==> config.mk <==
export PLATFORM = sky130hd
export DESIGN_NAME = to_rec_fn_flat
export DESIGN_NICKNAME = d
export VERILOG_FILES = /design/src/rtl/to_rec_fn_if.sv /design/src/rtl/to_rec_fn.sv /design/src/flat_wrapper.sv
export SDC_FILE = /design/constraint.sdc
export NUM_CORES = 1
export LEC_CHECK = 0
export ABC_CLOCK_PERIOD_IN_PS = 5900
export CORE_MARGIN = 1.5
export CORE_UTILIZATION = 57
export CTS_BUF_LIST = sky130_fd_sc_hd__clkbuf_4 sky130_fd_sc_hd__clkbuf_8 sky130_fd_sc_hd__clkbuf_16
export CTS_CLUSTER_SIZE = 24
export DETAILED_ROUTE_END_ITERATION = 10
export PLACE_DENSITY = 0.91
export SLEW_MARGIN = 40
export SYNTH_ARGS = -nofsm -noshare
export SYNTH_HDL_FRONTEND = slang
export SYNTH_SLANG_ARGS = --single-unit
==> constraint.sdc <==
create_clock -name clk -period 5.9 [get_ports clk]
set_clock_uncertainty 0.2 [all_clocks]
set_input_delay 0.885 -clock clk [delete_from_list [all_inputs] [get_ports clk]]
set_output_delay 0.885 -clock clk [all_outputs]
set_load 0.01 [all_outputs]
==> src/rtl/to_rec_fn_if.sv <==
// ---------------------------------------------------------------------------
// to_rec_fn_if
// Operand/result bundle for the binary32 -> recoded-format converter.
//
//   in_valid      producer -> converter   fp is valid this cycle
//   fp            producer -> converter   binary32 operand {s, e[7:0], f[22:0]}
//   out_valid     converter -> consumer   registered outputs carry a new result
//   sign          converter -> consumer   copy of fp[31]
//   exp           converter -> consumer   recoded exponent (true exponent + 256)
//   sig           converter -> consumer   significand {hidden, fraction}
//   isNAN .. isUnormalize                 one-hot input class flags
//
// master : the operand producer (drives in_valid/fp, observes results)
// slave  : the converter itself
// ---------------------------------------------------------------------------
interface to_rec_fn_if;
    logic        in_valid;
    logic [31:0] fp;
    logic        out_valid;
    logic        sign;
    logic [8:0]  exp;
    logic [23:0] sig;
    logic        isNAN;
    logic        isINf;
    logic        isZero;
    logic        isNormalize;
    logic        isUnormalize;

    modport master (
        output in_valid,
        output fp,
        input  out_valid,
        input  sign,
        input  exp,
        input  sig,
        input  isNAN,
        input  isINf,
        input  isZero,
        input  isNormalize,
        input  isUnormalize
    );

    modport slave (
        input  in_valid,
        input  fp,
        output out_valid,
        output sign,
        output exp,
        output sig,
        output isNAN,
        output isINf,
        output isZero,
        output isNormalize,
        output isUnormalize
    );
endinterface

==> src/rtl/to_rec_fn.sv <==
// ---------------------------------------------------------------------------
// to_rec_fn
// Converts an IEEE-754 binary32 operand into the FPU's internal recoded form:
// sign, 9-bit exponent biased so that exp = true exponent + 256, a 24-bit
// significand with the hidden bit made explicit, and one-hot class flags.
// Subnormals are normalised so downstream units always see 1.f.
// One registered stage, latency 1, no backpressure.
//
// Ports
//   clk   in   system clock
//   rst   in   synchronous active-high reset; wins over bus.in_valid
//   bus   to_rec_fn_if.slave
//         in_valid/fp in; out_valid, sign, exp, sig and class flags out
//
// Configuration
//   TORECFN_DAZ_EN  defined: denormals-are-zero. Subnormals produce exp=0,
//                   sig=0 with sign kept and isUnormalize still set; the
//                   leading-zero counter and shifter are not built.
//                   undefined (default): subnormals are normalised.
//
// Encoding summary (exp / sig)
//   zero       0x000 / 0x000000
//   subnormal  129-lz / {1, f << (lz+1)}
//   normal     e+129 / {1, f}
//   inf        0x180 / 0x800000
//   nan        0x1C0 / {1, f}
// ---------------------------------------------------------------------------
module to_rec_fn (
    input  logic             clk,
    input  logic             rst,
    to_rec_fn_if.slave       bus
);

    localparam logic [8:0]  EXP_NORM_OFS = 9'd129;
    localparam logic [8:0]  EXP_INF      = 9'h180;
    localparam logic [8:0]  EXP_NAN      = 9'h1C0;
    localparam logic [23:0] SIG_INF      = 24'h80_0000;

    // -----------------------------------------------------------------------
    // Field split and classification
    // -----------------------------------------------------------------------
    logic        w_s;
    logic [7:0]  w_e;
    logic [22:0] w_f;
    logic        w_e_max;
    logic        w_e_zero;
    logic        w_f_zero;
    logic        w_is_nan;
    logic        w_is_inf;
    logic        w_is_zero;
    logic        w_is_norm;
    logic        w_is_sub;

    assign w_s      = bus.fp[31];
    assign w_e      = bus.fp[30:23];
    assign w_f      = bus.fp[22:0];

    assign w_e_max  = &w_e;
    assign w_e_zero = ~|w_e;
    assign w_f_zero = ~|w_f;

    assign w_is_nan  = w_e_max  & ~w_f_zero;
    assign w_is_inf  = w_e_max  &  w_f_zero;
    assign w_is_zero = w_e_zero &  w_f_zero;
    assign w_is_sub  = w_e_zero & ~w_f_zero;
    assign w_is_norm = ~w_e_max & ~w_e_zero;

    // -----------------------------------------------------------------------
    // Subnormal handling
    // -----------------------------------------------------------------------
    logic [8:0]  w_sub_exp;
    logic [22:0] w_sub_frac;

`ifdef TORECFN_DAZ_EN
    // Denormals flush to zero magnitude; no normalisation hardware needed.
    assign w_sub_exp  = 9'd0;
    assign w_sub_frac = 23'd0;
`else
    logic [4:0]  w_lz;
    logic [22:0] w_sh;

    // Priority encoder: ascending scan so the highest set bit wins.
    // Result is only meaningful for f != 0, which is the only case it is used.
    always_comb begin
        w_lz = 5'd0;
        for (int i = 0; i < 23; i++) begin
            if (w_f[i]) begin
                w_lz = 5'(22 - i);
            end
        end
    end

    // Barrel shifter: the fixed extra shift by 1 pushes the leading one out
    // into the (implicit) hidden position; the remaining lz shift is done in
    // log2 stages.
    always_comb begin
        w_sh = {w_f[21:0], 1'b0};
        for (int k = 0; k < 5; k++) begin
            if (w_lz[k]) begin
                w_sh = w_sh << (1 << k);
            end
        end
    end

    assign w_sub_exp  = EXP_NORM_OFS - {4'd0, w_lz};
    assign w_sub_frac = w_sh;
`endif

    // -----------------------------------------------------------------------
    // Next-result mux
    // -----------------------------------------------------------------------
    logic [8:0]  w_nxt_exp;
    logic [23:0] w_nxt_sig;

    always_comb begin
        w_nxt_exp = 9'd0;
        w_nxt_sig = 24'd0;
        if (w_is_nan) begin
            // Payload and quiet bit pass through untouched.
            w_nxt_exp = EXP_NAN;
            w_nxt_sig = {1'b1, w_f};
        end else if (w_is_inf) begin
            w_nxt_exp = EXP_INF;
            w_nxt_sig = SIG_INF;
        end else if (w_is_zero) begin
            w_nxt_exp = 9'd0;
            w_nxt_sig = 24'd0;
        end else if (w_is_sub) begin
            w_nxt_exp = w_sub_exp;
`ifdef TORECFN_DAZ_EN
            w_nxt_sig = 24'd0;
`else
            w_nxt_sig = {1'b1, w_sub_frac};
`endif
        end else begin
            w_nxt_exp = {1'b0, w_e} + EXP_NORM_OFS;
            w_nxt_sig = {1'b1, w_f};
        end
    end

    // -----------------------------------------------------------------------
    // Output register
    // -----------------------------------------------------------------------
    logic        r_out_valid;
    logic        r_sign;
    logic [8:0]  r_exp;
    logic [23:0] r_sig;
    logic        r_is_nan;
    logic        r_is_inf;
    logic        r_is_zero;
    logic        r_is_norm;
    logic        r_is_sub;

    always_ff @(posedge clk) begin
        if (rst) begin
            r_out_valid <= 1'b0;
            r_sign      <= 1'b0;
            r_exp       <= 9'd0;
            r_sig       <= 24'd0;
            r_is_nan    <= 1'b0;
            r_is_inf    <= 1'b0;
            r_is_zero   <= 1'b0;
            r_is_norm   <= 1'b0;
            r_is_sub    <= 1'b0;
        end else begin
            r_out_valid <= bus.in_valid;
            // Data and flags hold while idle so the last result stays visible.
            if (bus.in_valid) begin
                r_sign    <= w_s;
                r_exp     <= w_nxt_exp;
                r_sig     <= w_nxt_sig;
                r_is_nan  <= w_is_nan;
                r_is_inf  <= w_is_inf;
                r_is_zero <= w_is_zero;
                r_is_norm <= w_is_norm;
                r_is_sub  <= w_is_sub;
            end
        end
    end

    assign bus.out_valid    = r_out_valid;
    assign bus.sign         = r_sign;
    assign bus.exp          = r_exp;
    assign bus.sig          = r_sig;
    assign bus.isNAN        = r_is_nan;
    assign bus.isINf        = r_is_inf;
    assign bus.isZero       = r_is_zero;
    assign bus.isNormalize  = r_is_norm;
    assign bus.isUnormalize = r_is_sub;

endmodule

==> src/flat_wrapper.sv <==
// flat-port wrapper written by rule: the top's interface ports become plain ports
module to_rec_fn_flat 
  (clk, rst, bus_in_valid, bus_fp, bus_out_valid, bus_sign, bus_exp, bus_sig, bus_isNAN, bus_isINf, bus_isZero, bus_isNormalize, bus_isUnormalize);
  to_rec_fn_if bus_i ();
  input  logic clk;
  input  logic rst;
  input wire logic [$bits(bus_i.in_valid)-1:0] bus_in_valid;
  input wire logic [$bits(bus_i.fp)-1:0] bus_fp;
  output wire logic [$bits(bus_i.out_valid)-1:0] bus_out_valid;
  output wire logic [$bits(bus_i.sign)-1:0] bus_sign;
  output wire logic [$bits(bus_i.exp)-1:0] bus_exp;
  output wire logic [$bits(bus_i.sig)-1:0] bus_sig;
  output wire logic [$bits(bus_i.isNAN)-1:0] bus_isNAN;
  output wire logic [$bits(bus_i.isINf)-1:0] bus_isINf;
  output wire logic [$bits(bus_i.isZero)-1:0] bus_isZero;
  output wire logic [$bits(bus_i.isNormalize)-1:0] bus_isNormalize;
  output wire logic [$bits(bus_i.isUnormalize)-1:0] bus_isUnormalize;
  assign bus_i.in_valid = bus_in_valid;
  assign bus_i.fp = bus_fp;
  assign bus_out_valid = bus_i.out_valid;
  assign bus_sign = bus_i.sign;
  assign bus_exp = bus_i.exp;
  assign bus_sig = bus_i.sig;
  assign bus_isNAN = bus_i.isNAN;
  assign bus_isINf = bus_i.isINf;
  assign bus_isZero = bus_i.isZero;
  assign bus_isNormalize = bus_i.isNormalize;
  assign bus_isUnormalize = bus_i.isUnormalize;
  to_rec_fn u_core (.clk(clk), .rst(rst), .bus(bus_i));
endmodule
After elaboration in Yosys (flattened, before gate mapping)
Cells that the tools add are included.
{ "word_totals": {"regBits": 40, "elab_cells": 58} }
{ "op_classes": {"addsub": 2, "n_bitwise": 6, "muxes": 36, "reduce_logical": 5} }
{ "op_table": {"columns": ["operator", "count"], "rows": [
  ["$mux 23", 6],
  ["$mux 5", 23],
  ["$mux 24", 3],
  ["$mux 9", 4],
  ["$reduce_or 23->1", 1],
  ["$add 8x8->9 const B", 1],
  ["$sub 8x5->9 const A", 1],
  ["$reduce_and 8->1", 1],
  ["$reduce_or 8->1", 1],
  ["$and 1x1->1", 5],
  ["$logic_not 1->1", 2],
  ["$not 1->1", 1]
]} }

Logic depth before layout (Yosys ltp)
{ "logic_depth": {"word_depth": 32, "mapped_depth": 13, "mapped_depth_nobuf": 10} }

Worst setup path before layout
OpenSTA, ideal clock, no wires.
{ "synth_timing": {"path_kind": "input to register", "from": "in bus_fp[15]", "to": "reg u_core.r_exp[5] (netlist: u_core.bus.exp[5])", "path_slack_ns": 2.743, "t_arrival_ns": 2.842, "path_stages": 12, "path_cell_list": "buf_6 -> or4_4 -> o211a_1 -> and2_4 -> buf_6 -> clkinv_8 -> buf_2 -> ha_1 -> a21oi_1 -> a21oi_1 -> o2bb2ai_1 -> and2_1"} }
{ "synth_between": {"elab_chain_cells": 13, "word_cells_on_any_way": 19, "classes_between": "add/sub: 1; mux: 12; bitwise: 4; reduce/logical: 2"} }
{ "synth_rtl": {"columns": ["item", "line", "source"], "rows": [
  ["from (decl)", "flat_wrapper.sv:8", "input wire logic [$bits(bus_i.fp)-1:0] bus_fp;"],
  ["$mux 5 (8 in series)", "to_rec_fn.sv:87", "if (w_f[i]) begin"],
  ["$sub 8x5->9", "to_rec_fn.sv:105", "assign w_sub_exp = EXP_NORM_OFS - {4'd0, w_lz};"],
  ["$mux 9", "to_rec_fn.sv:128", "end else if (w_is_sub) begin"],
  ["$mux 9", "to_rec_fn.sv:125", "end else if (w_is_zero) begin"],
  ["$mux 9", "to_rec_fn.sv:122", "end else if (w_is_inf) begin"],
  ["$mux 9 *", "to_rec_fn.sv:118", "if (w_is_nan) begin"],
  ["to (signal assigned)", "to_rec_fn.sv:170", "r_exp <= w_nxt_exp;"],
  ["to (decl)", "to_rec_fn.sv:146", "logic [8:0] r_exp;"]
]} }
Mark *: on every way between the ends. The rest lies on a longest branch, timed or not.
A chain may end at the register's enable or synchronous reset.

Final worst setup path
{ "layout_timing": {"from": "in bus_fp[22]", "to": "reg u_core.r_sig[19] (netlist: u_core.bus.sig[19])"} }
{ "layout_between": {"elab_chain_cells": 10, "word_cells_on_any_way": 16, "classes_between": "mux: 10; bitwise: 4; reduce/logical: 2"} }
{ "layout_rtl": {"columns": ["item", "line", "source"], "rows": [
  ["$mux 5", "to_rec_fn.sv:87", null],
  ["$mux 23 (5 in series)", "to_rec_fn.sv:99", "if (w_lz[k]) begin"],
  ["$mux 23", "to_rec_fn.sv:128", null],
  ["$mux 24", "to_rec_fn.sv:125", null],
  ["$mux 24", "to_rec_fn.sv:122", null],
  ["$mux 24 *", "to_rec_fn.sv:118", null],
  ["to (signal assigned)", "to_rec_fn.sv:171", "r_sig <= w_nxt_sig;"],
  ["to (decl)", "to_rec_fn.sv:147", "logic [23:0] r_sig;"]
]} }
Marks and branches as above.

==> reports/metrics.yaml <==
outcome:
  outcome: "finished, violations left"
  failed_checks: "DRC"
die:
  initial_utilization: 0.597
  dieArea_um2: 7260
  die_height_um: 85.2
  core_um2: 6460
  rows: 29
  die-width_um: 85.2
  io_pins: 75
yosys:
  synth-compound-area-share: 0.345
  syn-cell-area_um2: 3850
  synth_largest_area_cell: "dfxtp_1"
  synthMuxAreaShare: 0.0211
  syn-instance-count: 562
  synth_edf_count: 0
  synthTopCellsByArea: "dfxtp_1 21%, nand2_1 7.5%, nor2_1 6.2%"
  avgSynthCellArea_um2: 6.86
  synth_top_area_frac: 0.208
  synth_nets: 600
  yosysMostFrequentCell: "nand2_1"
  synthXorXnorAreaFrac: 0.0136
  yosys-top-cells-count: "77 x nand2_1, 64 x nor2_1, 41 x a21oi_1"
  synth_fa_ha_area_frac: 0.00974
  async_flop_share: 0
  yosysSeqAreaShare: 0.208
  synth_cell_types: 67
  ys_ff_latch: 40
  synthSimpleGateAreaFrac: 0.320
  synth_top_flop_cell: "dfxtp_1"
  yosysWarnings: 0
  synth_top_family_by_area: "compound AO/OA/AOI/OAI gates"
clock_network:
  post-cts-setup-buffers: 0
  cts_buffers: 5
  cts.repair.resized: 0
  cts_tree: "done"
  cts-htree-levels: 2
  clk_path_buf_depth: 2
  clockRootBuffer: "clkbuf_8"
  cts_sinks: 40
  path_clk_slew_ns: 0.09
  clock_latency_ns: 0.30
  cts_hold_buf: 0
global_route:
  grt_pass1_vias: 4534
  antenna_found_initial: 0
  gr-total-overflow: 0
  grt_max_degree: 40
  grt.total_usage: 0.407
  grt_pass1_wl_um: 23400
power_and_ir_drop:
  p_total_mw: 0.815
  peakVddDrop_v: 0.000167
  power_density_nw_per_um2: 175
  p_leak_nw: 1.74
worst_setup_path:
  crit_required_ns: 5.87
  path_max_fanout: 15
  crit_type: "in2reg"
  critPathSlowestCell: "nor3_1"
  slowest_delay_ns: 0.75
  crit_chain: "clkdlybuf4s50_1 -> nor2b_1 -> nor3_4 -> and2_1 -> o22ai_1 -> nor3_1 -> a22oi_1 -> a221oi_1 -> a311oi_1"
  cp-startpoint: "bus_fp[22]"
  crit_buf_inv: 1
  cpLargestDelayFamily: "simple AND/OR/NAND/NOR gates"
  timing.rr.start: "u_core.bus.sig[18]$_SDFFE_PP0P_"
  cp-end-kind: "register"
  critPathLaunchType: "primary input"
  cp.arrival_ns: 4.10
sta:
  tightest_slew_ns: 0.937
  rsz0062_at_grt: "false"
  slew_headroom: 0.370
  max_freq_mhz: 242
  period_minus_slack_ns: 4.13
  slew_viol_final: 0
  fin_ws_ns: 1.77
  hold_viol: 0
  setup_violations: 0
  fin_crit_sh: 0.701
  tns_ns: 0
cells_and_area:
  finalNonFillerCells: 689
  drive_above_1_share: 0.0637
  diodes: 0
  final_net_count: 649
  syn_to_final_growth_pct: 20.6
  final_util: 0.719
  fill_cells: 562
drt:
  firstDrtPassIters: 9
  totalWireLength_um: 14900
  drc: 2
  vias: 4870
  drt_iter0_drc: 656
  vias_per_cell: 7.07
  ant_nets: 0
  wl_per_cell_um: 21.6
placement:
  dp.cells: 681
  gp_congestion: 1.10
  dp_hpwl_um: 10800
  dp_slack_ns: 1.65
  port_buffers: 74
min_path:
  hold_start: "u_core.bus.exp[2]$_SDFFE_PP0P_"
  hold_class: "reg2reg"
flow_run:
  maxCapViolCount: 0
-- sequential cells by signal, summed over array words and instances (netlist names) --
register                 flops
u_core.bus.isZero            1
u_core.bus.isINf             1
u_core.bus.sig              24
u_core.bus.out_valid         1
u_core.bus.isNormalize       1
u_core.bus.isUnormalize      1
u_core.bus.sign              1
u_core.bus.exp               9
u_core.bus.isNAN             1
-- cell families after synthesis --
kind of cell,Yosys count
flops,40
mux,8
compound gates,197
buf+inv,61
fa+ha+maj,3
simple gates,247
xor+xnor,6
-- area by class of cell --
type | instances | area [µm²] | area share
Clock buffer | 5 | 68.8 | 0.0148
Clock inverter | 3 | 46.3 | 0.00996
Inverter | 20 | 87.6 | 0.0188
Multi-Input combinational cell | 461 | 2740 | 0.589
Sequential cell | 40 | 801 | 0.172
Tap cell | 77 | 96.3 | 0.0207
Timing Repair Buffer | 83 | 808 | 0.174
-- power breakdown --
| group | switching [mW] | leakage [nW] | total, mW | internal (mW) |
|---|---|---|---|---|
| clock | 0.111 | 0.0548 | 0.239 | 0.128 |
| combinational | 0.170 | 1.35 | 0.280 | 0.110 |
| sequential | 0.00988 | 0.330 | 0.296 | 0.286 |
| total | 0.291 | 1.74 | 0.815 | 0.524 |
-- cell usage in the layout (no fill, tap or decap), types with 3 or more instances in the layout --
master           Yosys  layout
a211oi_1            23      23
a21o_1               6       6
a21oi_1             41      41
a221oi_1             6       6
a22oi_1             20      20
a311oi_1             4       4
a31oi_1              6       6
a32oi_1              3       3
and2_1               5       5
and3b_1             12      12
buf_4                5       9
clkbuf_8             0       5
clkdlybuf4s50_1      0      74
dfxtp_1             40      40
ha_1                 3       3
inv_1               18      18
mux2i_1              7       7
nand2_1             77      77
nand3_1             19      19
nand4_1              4       4
nor2_1              64      64
nor2b_1              4       4
nor3_1              28      27
nor3_2               3       4
nor3b_1              3       3
nor4_1               5       5
o211ai_1             3       3
o21a_1               3       3
o21ai_0             29      29
o21ai_1              5       5
o22ai_1             20      20
o2bb2ai_1            3       3
o31ai_1              5       5
o31ai_2              3       3
or3_1                5       5
or4_1                5       5
xnor2_1              3       3
xor2_1               3       3
-- worst paths after layout --
check                                    end  cells after the start  slack, ns
max          u_core.bus.sig[19]$_SDFFE_PP0P_                      9       1.77
min           u_core.bus.exp[2]$_SDFFE_PP0P_                      2       0.26
max reg2reg  u_core.bus.sig[18]$_SDFFE_PP0P_                      4       4.62
min reg2reg   u_core.bus.exp[2]$_SDFFE_PP0P_                      2       0.26
-- metal layers --
metal / wire (µm) / vias up / global-route usage
li1: - / 2208 / -
met1: 5850 / 2202 / 0.543
met2: 6370 / 375 / 0.601
met3: 1870 / 85 / 0.0982
met4: 825 / 0 / 0.225
met5: 0 / - / 0
-- through the flow --
step	hold slack, ns	cell area (µm²)
2_1_floorplan	0.286	3850
3_3_place_gp	0.251	4530
3_5_place_dp	0.254	4530
4_1_cts	0.266	4650
5_1_grt	0.293	4650
6_report	0.265	4650
-- tightest hold or removal path, delay by kind of cell (launching register included) --
family,cells,cell delay [ns]
AO/OA/AOI/OAI,1,0.05
flip-flops,1,0.31
AND/OR/NAND/NOR,1,0.06
(Power assumes the default switching activity.)
